<file path="config.mk">
export PLATFORM = sky130hd
export DESIGN_NAME = pcie_s7_irq_ctrl
export DESIGN_NICKNAME = d
export VERILOG_FILES = /design/src/rtl/pcie_s7_irq_ctrl.sv
export SDC_FILE = /design/constraint.sdc
export NUM_CORES = 1
export LEC_CHECK = 0
export CORE_MARGIN = 3
export CORE_UTILIZATION = 30
export CTS_CLUSTER_SIZE = 8
export DETAILED_ROUTE_END_ITERATION = 8
export GPL_TIMING_DRIVEN = 1
export PLACE_DENSITY = 0.63
export SYNTH_ARGS = -nofsm -noshare
export SYNTH_HDL_FRONTEND = slang
export SYNTH_SLANG_ARGS = --single-unit
</file>
<file path="constraint.sdc">
create_clock -name sys_clk -period 4.2 [get_ports sys_clk]
set_clock_uncertainty 0.05 [all_clocks]
set_input_delay 1.26 -clock sys_clk [delete_from_list [all_inputs] [get_ports sys_clk]]
set_output_delay 1.26 -clock sys_clk [all_outputs]
set_load 0.02 [all_outputs]
</file>
<file path="src/rtl/pcie_s7_irq_ctrl.sv">
// Edge-triggered interrupt collector for the pcie_s7 endpoint; serialises pending
// channels onto the cfg_interrupt handshake as MSI vectors or INTx assert/deassert.
module pcie_s7_irq_ctrl #(
    parameter int unsigned N_CHANNELS = 8,
    parameter int unsigned COUNT_W    = 16
) (
    input  logic                  sys_clk,
    input  logic                  sys_rst_n,
    input  logic                  user_lnk_up,
    input  logic [N_CHANNELS-1:0] irq_req,
    input  logic [N_CHANNELS-1:0] irq_mask,
    input  logic [N_CHANNELS-1:0] irq_clear,
    output logic [N_CHANNELS-1:0] irq_pending,
    output logic                  cfg_interrupt,
    output logic                  cfg_interrupt_assert,
    output logic [7:0]            cfg_interrupt_di,
    input  logic                  cfg_interrupt_rdy,
    input  logic                  cfg_interrupt_msienable,
    input  logic [2:0]            cfg_interrupt_mmenable,
    output logic [COUNT_W-1:0]    irq_count
);

    localparam int unsigned PTR_W = (N_CHANNELS > 1) ? $clog2(N_CHANNELS) : 1;
    localparam logic [PTR_W:0] N_P = (PTR_W + 1)'(N_CHANNELS);

    typedef enum logic [1:0] {
        IDLE,
        MSI_REQ,
        INTX_REQ
    } state_t;

    state_t                state;
    logic [N_CHANNELS-1:0] irq_req_q;
    logic [N_CHANNELS-1:0] sent;
    logic                  intx_on;
    logic [PTR_W-1:0]      rr_ptr;
    logic [PTR_W-1:0]      grant_q;

    logic [N_CHANNELS-1:0] rise;
    logic [N_CHANNELS-1:0] pending_nxt;
    logic [N_CHANNELS-1:0] sent_set;
    logic [N_CHANNELS-1:0] sent_clr;
    logic [N_CHANNELS-1:0] sent_nxt;
    logic [N_CHANNELS-1:0] cand;
    logic [N_CHANNELS-1:0] rot;
    logic [PTR_W-1:0]      off;
    logic [PTR_W:0]        g_sum;
    logic [PTR_W-1:0]      grant;
    logic                  grant_vld;
    logic [PTR_W:0]        rr_inc;
    logic [PTR_W-1:0]      rr_nxt;
    logic                  level;
    logic [2:0]            mm_eff;
    logic [7:0]            vec_mask;
    logic [7:0]            msi_vec;
    logic                  done;

    assign rise        = irq_req & ~irq_req_q;
    // set wins over a same-cycle clear
    assign pending_nxt = (irq_pending & ~irq_clear) | rise;
    assign done        = (state != IDLE) && cfg_interrupt_rdy;

    assign sent_set = (state == MSI_REQ && cfg_interrupt_rdy) ? (N_CHANNELS'(1) << grant_q) : '0;
    // a re-trigger on a still-pending channel re-arms it for another MSI
    assign sent_clr = ~pending_nxt | (rise & irq_pending);
    assign sent_nxt = (sent | sent_set) & ~sent_clr;

    assign cand  = irq_pending & irq_mask & ~sent;
    assign level = |(irq_pending & irq_mask);

    // rotate so the RR pointer sits at bit 0, then take the lowest set bit
    assign rot = N_CHANNELS'({cand, cand} >> rr_ptr);

    always_comb begin
        off       = '0;
        grant_vld = 1'b0;
        for (int unsigned i = 0; i < N_CHANNELS; i++) begin
            if (!grant_vld && rot[i]) begin
                grant_vld = 1'b1;
                off       = PTR_W'(i);
            end
        end
    end

    assign g_sum  = {1'b0, rr_ptr} + {1'b0, off};
    assign grant  = (g_sum >= N_P) ? PTR_W'(g_sum - N_P) : g_sum[PTR_W-1:0];

    assign rr_inc = {1'b0, grant_q} + (PTR_W + 1)'(1);
    assign rr_nxt = (rr_inc >= N_P) ? '0 : rr_inc[PTR_W-1:0];

    assign mm_eff   = (cfg_interrupt_mmenable > 3'd5) ? 3'd5 : cfg_interrupt_mmenable;
    assign vec_mask = (8'd1 << mm_eff) - 8'd1;
    assign msi_vec  = 8'(grant) & vec_mask;

    always_ff @(posedge sys_clk or negedge sys_rst_n) begin
        if (!sys_rst_n) begin
            state                <= IDLE;
            irq_req_q            <= '0;
            irq_pending          <= '0;
            sent                 <= '0;
            intx_on              <= 1'b0;
            rr_ptr               <= '0;
            grant_q              <= '0;
            cfg_interrupt        <= 1'b0;
            cfg_interrupt_assert <= 1'b0;
            cfg_interrupt_di     <= '0;
            irq_count            <= '0;
        end else begin
            irq_req_q   <= irq_req;
            irq_pending <= pending_nxt;
            sent        <= sent_nxt;

            if (done) begin
                cfg_interrupt        <= 1'b0;
                cfg_interrupt_assert <= 1'b0;
                cfg_interrupt_di     <= '0;
                irq_count            <= irq_count + COUNT_W'(1);
                state                <= IDLE;
            end

            case (state)
                IDLE: begin
                    if (!user_lnk_up) begin
                        intx_on <= 1'b0;
                    end else if (cfg_interrupt_msienable) begin
                        if (intx_on) begin
                            state                <= INTX_REQ;
                            cfg_interrupt        <= 1'b1;
                            cfg_interrupt_assert <= 1'b0;
                            cfg_interrupt_di     <= '0;
                        end else if (grant_vld) begin
                            state                <= MSI_REQ;
                            grant_q              <= grant;
                            cfg_interrupt        <= 1'b1;
                            cfg_interrupt_assert <= 1'b0;
                            cfg_interrupt_di     <= msi_vec;
                        end
                    end else if (level != intx_on) begin
                        state                <= INTX_REQ;
                        cfg_interrupt        <= 1'b1;
                        cfg_interrupt_assert <= level;
                        cfg_interrupt_di     <= '0;
                    end
                end
                MSI_REQ: begin
                    if (cfg_interrupt_rdy) begin
                        rr_ptr <= rr_nxt;
                    end
                end
                INTX_REQ: begin
                    if (cfg_interrupt_rdy) begin
                        intx_on <= cfg_interrupt_assert;
                    end
                end
                default: state <= IDLE;
            endcase
        end
    end

endmodule

</file>
# After elaboration in Yosys (flattened, before gate mapping)
# Index checks and enable logic that the tools add are counted.
[totals]
reg_bits = 59
[classes]
n_addsub = 5
magnitude_cmp = 3
n_eq_ne = 5
n_shift = 3
mux = 50
bitwise_logic = 16
n_reduce_logical = 24
[ops]
columns = ["operator", "n"]
rows = [
  ["$mux 8", 8],
  ["$and 8x8->8", 6],
  ["$not 8->8", 5],
  ["$mux 1", 25],
  ["$mux 3", 8],
  ["$or 8x8->8", 3],
  ["$add 16x1->16 const B", 1],
  ["$shl 1x3->8 const A", 2],
  ["$shr 16x3->8", 1],
  ["$mux 2", 7],
  ["$logic_and 1x1->1", 9],
  ["$and 3x8->8", 1],
  ["$ge 4x4->1 const B", 2],
  ["$reduce_or 8->1", 1],
  ["$sub 8x1->8 const B", 1],
  ["$logic_not 1->1", 7],
  ["$reduce_and 5->1", 1],
  ["$add 3x1->4 const B", 1],
  ["$add 3x3->4", 1],
  ["$ne 2x2->1 const B", 2],
  ["$pmux 2 s2", 1],
  ["$reduce_bool 2->1", 2],
  ["$gt 3x3->1 const B", 1],
  ["$reduce_and 3->1", 1],
  ["9 further kinds", 9],
]

# Longest topological paths before layout
# Gate-level depths: netlist of run 1.
[logic_depth]
depth_word = 34
depth_mapped = 14

# Worst setup path after synthesis of run 1
# OpenSTA, ideal clock, no wires.
[synth_path]
path_kind = "input port to flip-flop"
startpoint = "in irq_mask[1]"
endpoint = "reg cfg_interrupt_di[2]"
setup_time_ns = 0.122
t_arrival_ns = 4.116
required_ns = 4.028
slack_ns = -0.087
path_stages = 11
path_cell_list = "nand3b_1 -> mux4_2 -> mux2_2 -> a211oi_2 -> nor2_1 -> o21a_1 -> a221o_1 -> fa_1 -> xor2_1 -> mux2_2 -> a32o_1"
[synth_via]
elab_chain_len = 34
[synth_lines]
columns = ["element", "line", "rtl"]
rows = [
  ["start: declaration", "11", "input logic [N_CHANNELS-1:0] irq_mask,"],
  ["$and 8x8->8 (*)", "68, 69", ""],
  ["$and 8x8->8", "68", "assign cand = irq_pending & irq_mask & ~sent;"],
  ["$shr 16x3->8", "72", "assign rot = N_CHANNELS'({cand, cand} >> rr_ptr);"],
  ["$mux 1", "78", "if (!grant_vld && rot[i]) begin"],
  ["$logic_not 1->1", "78", ""],
  ["$logic_and 1x1->1", "78", ""],
  ["$mux 1", "78", ""],
  ["$logic_not 1->1", "78", ""],
  ["[... 18 more ...]", "--", ""],
  ["$ge 4x4->1 or $sub 3x1->3 (tied branches)", "86", "assign grant = (g_sum >= N_P) ? PTR_W'(g_sum - N_P) : g_sum[PTR_W-1:0];"],
  ["$mux 3", "86", ""],
  ["$and 3x8->8", "93", "assign msi_vec = 8'(grant) & vec_mask;"],
  ["$mux 8", "131", "end else if (grant_vld) begin"],
  ["$mux 8", "126", "if (intx_on) begin"],
  ["$mux 8 (*)", "125", "end else if (cfg_interrupt_msienable) begin"],
  ["$mux 8 (*)", "123", "if (!user_lnk_up) begin"],
  ["$mux 8 (*)", "121", "case (state)"],
  ["end signal: assignment", "136", "cfg_interrupt_di <= msi_vec;"],
  ["end: declaration", "16", "output logic [7:0] cfg_interrupt_di,"],
]
# Mark *: on every way between the ends. The rest lies on a longest branch, timed or not.
# A chain may end at the register's enable or synchronous reset.

# Worst setup path after layout of run 1
[layout_path]
startpoint = "in irq_mask[2]"
endpoint = "reg cfg_interrupt_di[2]"
# The elaborated chain is that of the path after synthesis.

==> run metrics, run 1 <==
highest net fanout along the worst path 3; RePlAce Congestion 0.828; final worst-path cycle share 96.8%; clk_lat worst skew 0.34 ns; drt first pass iters 4; commonest non-fill, non-tap cells in the layout dfrtp_1, clkdlybuf4s50_1, nand2_1; crit end category flip-flop; Port Buffers 65; drt drc 0; post-route design area 4520 µm²; Final Hold Vio Count 0; Cell Count Post-Placement 538; register area share after synthesis 44.0%; fraction of layout cells with a size suffix above 1 16.9%; Nets 460; first-pass GRT wire length 14.5 mm; Syn Std Cell Area 3360 µm²; Slew Limit Fails 0; DP Wirelength 6.62 mm; post-DR vias/cell 5.01; P&R area growth vs syn 34.8%; Die Area 12500 µm²; Routed WL per cell 15.4 µm; final WL 8.52 mm; Post-synth EDFFs 0; ant diodes 0; most frequent CP cell mux2_4; DRT iter0 DRCs 153; Initial Utilization 31.7%; commonest non-fill, non-tap cell in the layout dfrtp_1; Slowest Stage Delay on Critical Path 0.48 ns; RSZ-0062 raised after global routing false; Arrival @ worst endpoint 4.24 ns; setup TNS 0 ns; number of max-cap violations 0; cell count after synthesis 317; number of global-route vias before repair 2917; Max Clk Rate 246 MHz; # fillers 1025; asr flop ratio synth 100%; Max-slew headroom 50.9%; worst path cell trace dlygate4sd2_1 -> nand3b_1 -> mux4_2 -> mux2_4 -> a211oi_4 -> nor2_1 -> o21a_1 -> a221o_1 -> fa_2 -> xor2_2 -> mux2_4 -> a32o_1; Yosys reg bits 59; Worst-Margin Slew 0.736 ns; Final Power 2.61 mW; Clock Pin Slew Worst Setup and Hold Paths 0.08 ns; post-route minimum period 4.07 ns; status complete, no violations; Core Box Area 10600 µm²; H-tree depth 3; Leak 2.05 nW; Finished Layout Cells 555; Critical Path RT 4.37 ns; P per Cell Area 576 nW/µm²; num rows 37; post-layout util 42.7%; total CTS buffers 9; Placement Cell Area 4340 µm²; antenna viol nets, final 0; critical path class input pin to flip-flop; HP Class flip-flop to flip-flop; Yosys top cell by area dfrtp_1; Crit-path slowest cell mux4_2; DR vias 2783; Peak VDD IR 0.254 mV; IO Pins 66; CTS max path bufs 2; syn nets 363; Root Driver clkbuf_8; Die Height 112 µm; Total Routing Usage GR 14.2%; antenna violations before repair 0; CTS tree yes; CP startpoint kind input pin; gr ovfl total 0; largest net degree at the start of global routing 33; final setup fails 0; CTS Sinks 59; Ys Warns 0; syn_area_per_cell 10.6 µm²; top_reg_cell synth dfrtp_1; ranking of synthesized cells by area dfrtp_1, ha_1, nand2_1, mux4_2, xnor2_1; unique cell type count in the Yosys netlist 59; share of Yosys cell area claimed by the top area cell type 44.0%; die width 112 µm
routing by layer:
metal  track usage, %  part of all wire [%]
met1             18.8                    47
met4             4.38                   1.5
met2             23.7                    48
met5                0                     0
met3             2.55                   3.2
critical path: cells and delay by family:
| family | cells | cell delay [ns] |
|---|---|---|
| buf+inv | 1 | 0.25 |
| fa+ha+maj | 1 | 0.35 |
| simple gates | 2 | 0.18 |
| compound gates | 4 | 0.91 |
| mux | 3 | 1.09 |
| xor+xnor | 1 | 0.17 |
final timing paths:
| check | from | end | slack, ns | depth (start not counted) |
|---|---|---|---|---|
| min in group asynchronous | sys_rst_n | irq_pending[6] | 0.92 | 1 |
| worst min register to register | irq_req_q[1] | irq_pending[1] | 0.42 | 1 |
| max in group asynchronous | sys_rst_n | rr_ptr[1] | 2.32 | 2 |
| worst min-delay path | irq_req_q[1] | irq_pending[1] | 0.42 | 1 |
| worst max-delay path | irq_mask[2] | cfg_interrupt_di[2] | 0.13 | 12 |
| worst max register to register | rr_ptr[0] | cfg_interrupt_di[2] | 0.57 | 11 |
through the flow:
stage          hold slack, ns  setup WS, ns
2_1_floorplan           0.394        0.0236
3_5_place_dp            0.412        -0.540
4_1_cts                 0.420         0.123
5_1_grt                 0.456       0.00444
6_report                0.420         0.133
3_3_place_gp            0.401        -0.462
cells by family (layout without fill, tap and decap cells):
kind of cell / Yosys count / in the layout / synth area share [%]
simple gates: 108 / 108 / 17.7
compound gates: 70 / 70 / 15.5
flops: 59 / 59 / 44.0
buf+inv: 28 / 130 / 3.88
mux: 20 / 20 / 8.80
xor+xnor: 18 / 18 / 4.70
fa+ha+maj: 14 / 14 / 5.44
power by group:
part / internal, mW / total [mW] / switching (mW)
logic: 0.671 / 1.33 / 0.655
clock network: 0.216 / 0.466 / 0.249
registers: 0.663 / 0.814 / 0.151
total: 1.55 / 2.61 / 1.06
synthesized netlist by cell type, drive strengths merged (8+ instances only):
cell and instances:
a21oi 11, and3 9, dfrtp 59, ha 13
inv 21, mux2 10, nand2 35, nand2b 11
nand3 9, nand3b 8, nor2 18, o21ai 11
o22ai 8, xnor2 12
timing repair:
action,in CTS,in global routing
gates cloned,0,0
pin swaps,3,1
resized for setup,10,0
buffers inserted,1,0
setup endpoints to repair,2,2
hold buffers,0,0
area by class of cell:
cell class / count / area [µm²] / share of cell area (%)
sequential: 59 / 1480 / 32.7
timing repair buffer: 93 / 846 / 18.7
clock buffer: 9 / 124 / 2.74
tap: 136 / 170 / 3.76
multi-input combinational: 230 / 1770 / 39.2
inverter: 21 / 78.8 / 1.74
clock inverter: 7 / 52.6 / 1.16
state kept, by name (all words and copies together), names as in the netlist, 2 cells and up:
register / cells
irq_req_q: 8
grant_q: 3
cfg_interrupt_di: 8
state: 2
rr_ptr: 3
sent: 8
irq_count: 16
irq_pending: 8
Note: power is estimated with default switching activity, not from simulation.
==> inputs of run 2 (changes only) <==
Settings changed: CORE_UTILIZATION 30 to 38, PLACE_DENSITY 0.63 to 0.74.
==> run 2 against run 1 <==
  * Critical path depth stayed put
  * Register-to-register slack gained 0.16 ns
  * Combinational power up 3%
  * Worst setup slack lost 0.013 ns
  * Clock power is 21% higher
  * Critical endpoint unchanged
  * Flip-flop and latch count unchanged
  * Largest power group unchanged
  * Global-route usage increased by 3.5 points
==> run metrics, run 2 (same netlist as run 1, synthesis figures left out) <==
HP Class flip-flop to flip-flop (unchanged); fraction of layout cells with a size suffix above 1 18.0% (was 16.9%); most flop-heavy register irq_count (unchanged); CP startpoint kind input pin (unchanged); Critical Path RT 4.37 ns (about the same); ant diodes 0 (unchanged); first-pass GRT wire length 14.1 mm (was 14.5 mm); CTS max path bufs 2 (unchanged); Clock Pin Slew Worst Setup and Hold Paths 0.07 ns (was 0.08 ns); post-route minimum period 4.08 ns (was 4.07 ns); Nets 464 (was 460); clk_lat worst skew 0.34 ns (about the same); Leak 2.11 nW (was 2.05 nW); P per Cell Area 598 nW/µm² (was 576 nW/µm²); num rows 33 (was 37); RePlAce Congestion 0.932 (was 0.828); commonest non-fill, non-tap cells in the layout dfrtp_1, clkdlybuf4s50_1, nand2_1 (unchanged); Slew Limit Fails 0 (unchanged); DP Wirelength 6.39 mm (was 6.62 mm); Routed WL per cell 15.9 µm (was 15.4 µm); drt drc 0 (unchanged); Root Driver clkbuf_8 (unchanged); gr ovfl total 0 (unchanged); largest net degree at the start of global routing 37 (was 33); CTS tree yes (unchanged); CTS Sinks 59 (unchanged); Largest register FFs 16 (unchanged); Die Height 100 µm (was 112 µm); antenna viol nets, final 0 (unchanged); antenna violations before repair 0 (unchanged); Max Clk Rate 245 MHz (was 246 MHz); critical path class input pin to flip-flop (unchanged); number of max-cap violations 0 (unchanged); final WL 8.39 mm (was 8.52 mm); post-layout util 54.4% (was 42.7%); Arrival @ worst endpoint 4.25 ns (was 4.24 ns); H-tree depth 3 (unchanged); Peak VDD IR 0.223 mV (was 0.254 mV); # fillers 730 (was 1025); IO Pins 66 (unchanged); DR vias 2843 (was 2783); final setup fails 0 (unchanged); die width 100 µm (was 112 µm); final worst-path cycle share 97.1% (was 96.8%); commonest non-fill, non-tap cell in the layout dfrtp_1 (unchanged); Final WS setup 0.120 ns (was 0.133 ns); Max-slew headroom 46.8% (was 50.9%); Worst-Margin Slew 0.798 ns (was 0.736 ns); Total Routing Usage GR 17.7% (was 14.2%); highest net fanout along the worst path 3 (unchanged); crit end category flip-flop (unchanged); dpl ws -0.538 ns (was -0.540 ns); post-DR vias/cell 5.38 (was 5.01); drt first pass iters 4 (unchanged); Core Box Area 8380 µm² (was 10600 µm²); RSZ-0062 raised after global routing false (unchanged); Die Area 9990 µm² (was 12500 µm²); total CTS buffers 9 (unchanged); number of global-route vias before repair 2980 (was 2917); Initial Utilization 40.0% (was 31.7%); DRT iter0 DRCs 188 (was 153); Final Hold Vio Count 0 (unchanged); P&R area growth vs syn 35.9% (was 34.8%); Port Buffers 65 (unchanged); status complete, no violations (unchanged)
[run 2: cell count changes in the layout (fill, tap and decap cells not counted), moves of 2 or more]
cell        change
buf_4           +4
bufinv_16       +2
clkinv_2        +2
clkinv_4        +2
clkinvlp_4      -4
inv_6           -2
[run 2: final timing paths]
kind	to	depth (start not counted)	slack, ns	from
setup reg to reg	cfg_interrupt_di[2]	11	0.73	rr_ptr[0]
min in group asynchronous	irq_count[6]	1	0.96	sys_rst_n
hold reg to reg	irq_count[15]	1	0.42	irq_count[15]
setup / recovery	cfg_interrupt_di[2]	12	0.12	irq_mask[6]
hold / removal	irq_count[15]	1	0.42	irq_count[15]
max in group asynchronous	irq_pending[6]	2	2.33	sys_rst_n
[run 2: report_power, final]
group / switching, mW / internal [mW]
sequential: 0.129 / 0.664
combinational: 0.695 / 0.677
clock: 0.229 / 0.332
total: 1.05 / 1.67
[run 2: per-stage QoR]
step	std cells	total power, mW	TNS [ns]	cell area (µm²)	hold WS (ns)
2_1_floorplan	317	1.65	0	3370	0.394
3_3_place_gp	510	2.08	-1.24	4320	0.401
3_5_place_dp	510	2.12	-1.45	4320	0.413
4_1_cts	528	2.73	0	4550	0.426
5_1_grt	528	2.92	0	4560	0.448
6_report	528	2.73	0	4560	0.421
[run 2: critical path, stage by stage]
cell and delay [ns]:
dlygate4sd2_1 0.24, nand3b_1 0.11, mux4_2 0.50, mux2_4 0.30, a211oi_4 0.28, nor2_1 0.07
o21a_1 0.16, a221o_1 0.27, fa_2 0.35, xor2_2 0.18, mux2_4 0.32, a32o_1 0.21
[run 2: metal layers]
layer	GRT usage (%)	vias to the layer above	routed length (µm)	part of all wire, %
li1	-	1355	-	-
met1	22.6	1413	3620	43
met2	30.1	67	4280	51
met3	4.03	8	387	4.6
met4	5.39	0	104	1.2
met5	0	-	0	0
[run 2: final cells by class]
type / instances / area (µm²) / area share (%)
clock buffers: 9 / 124 / 2.72
clock inverters: 7 / 92.6 / 2.03
inverters: 21 / 78.8 / 1.73
multi-input cells: 230 / 1780 / 39.1
flip-flops and latches: 59 / 1480 / 32.4
well taps: 105 / 131 / 2.88
repair buffers: 97 / 876 / 19.2
[run 2: what timing repair did]
action,CTS,global route
gates resized for setup,10,1
hold buffers,0,0
setup endpoints to repair,2,2
setup buffers,2,0
pin swaps,3,1
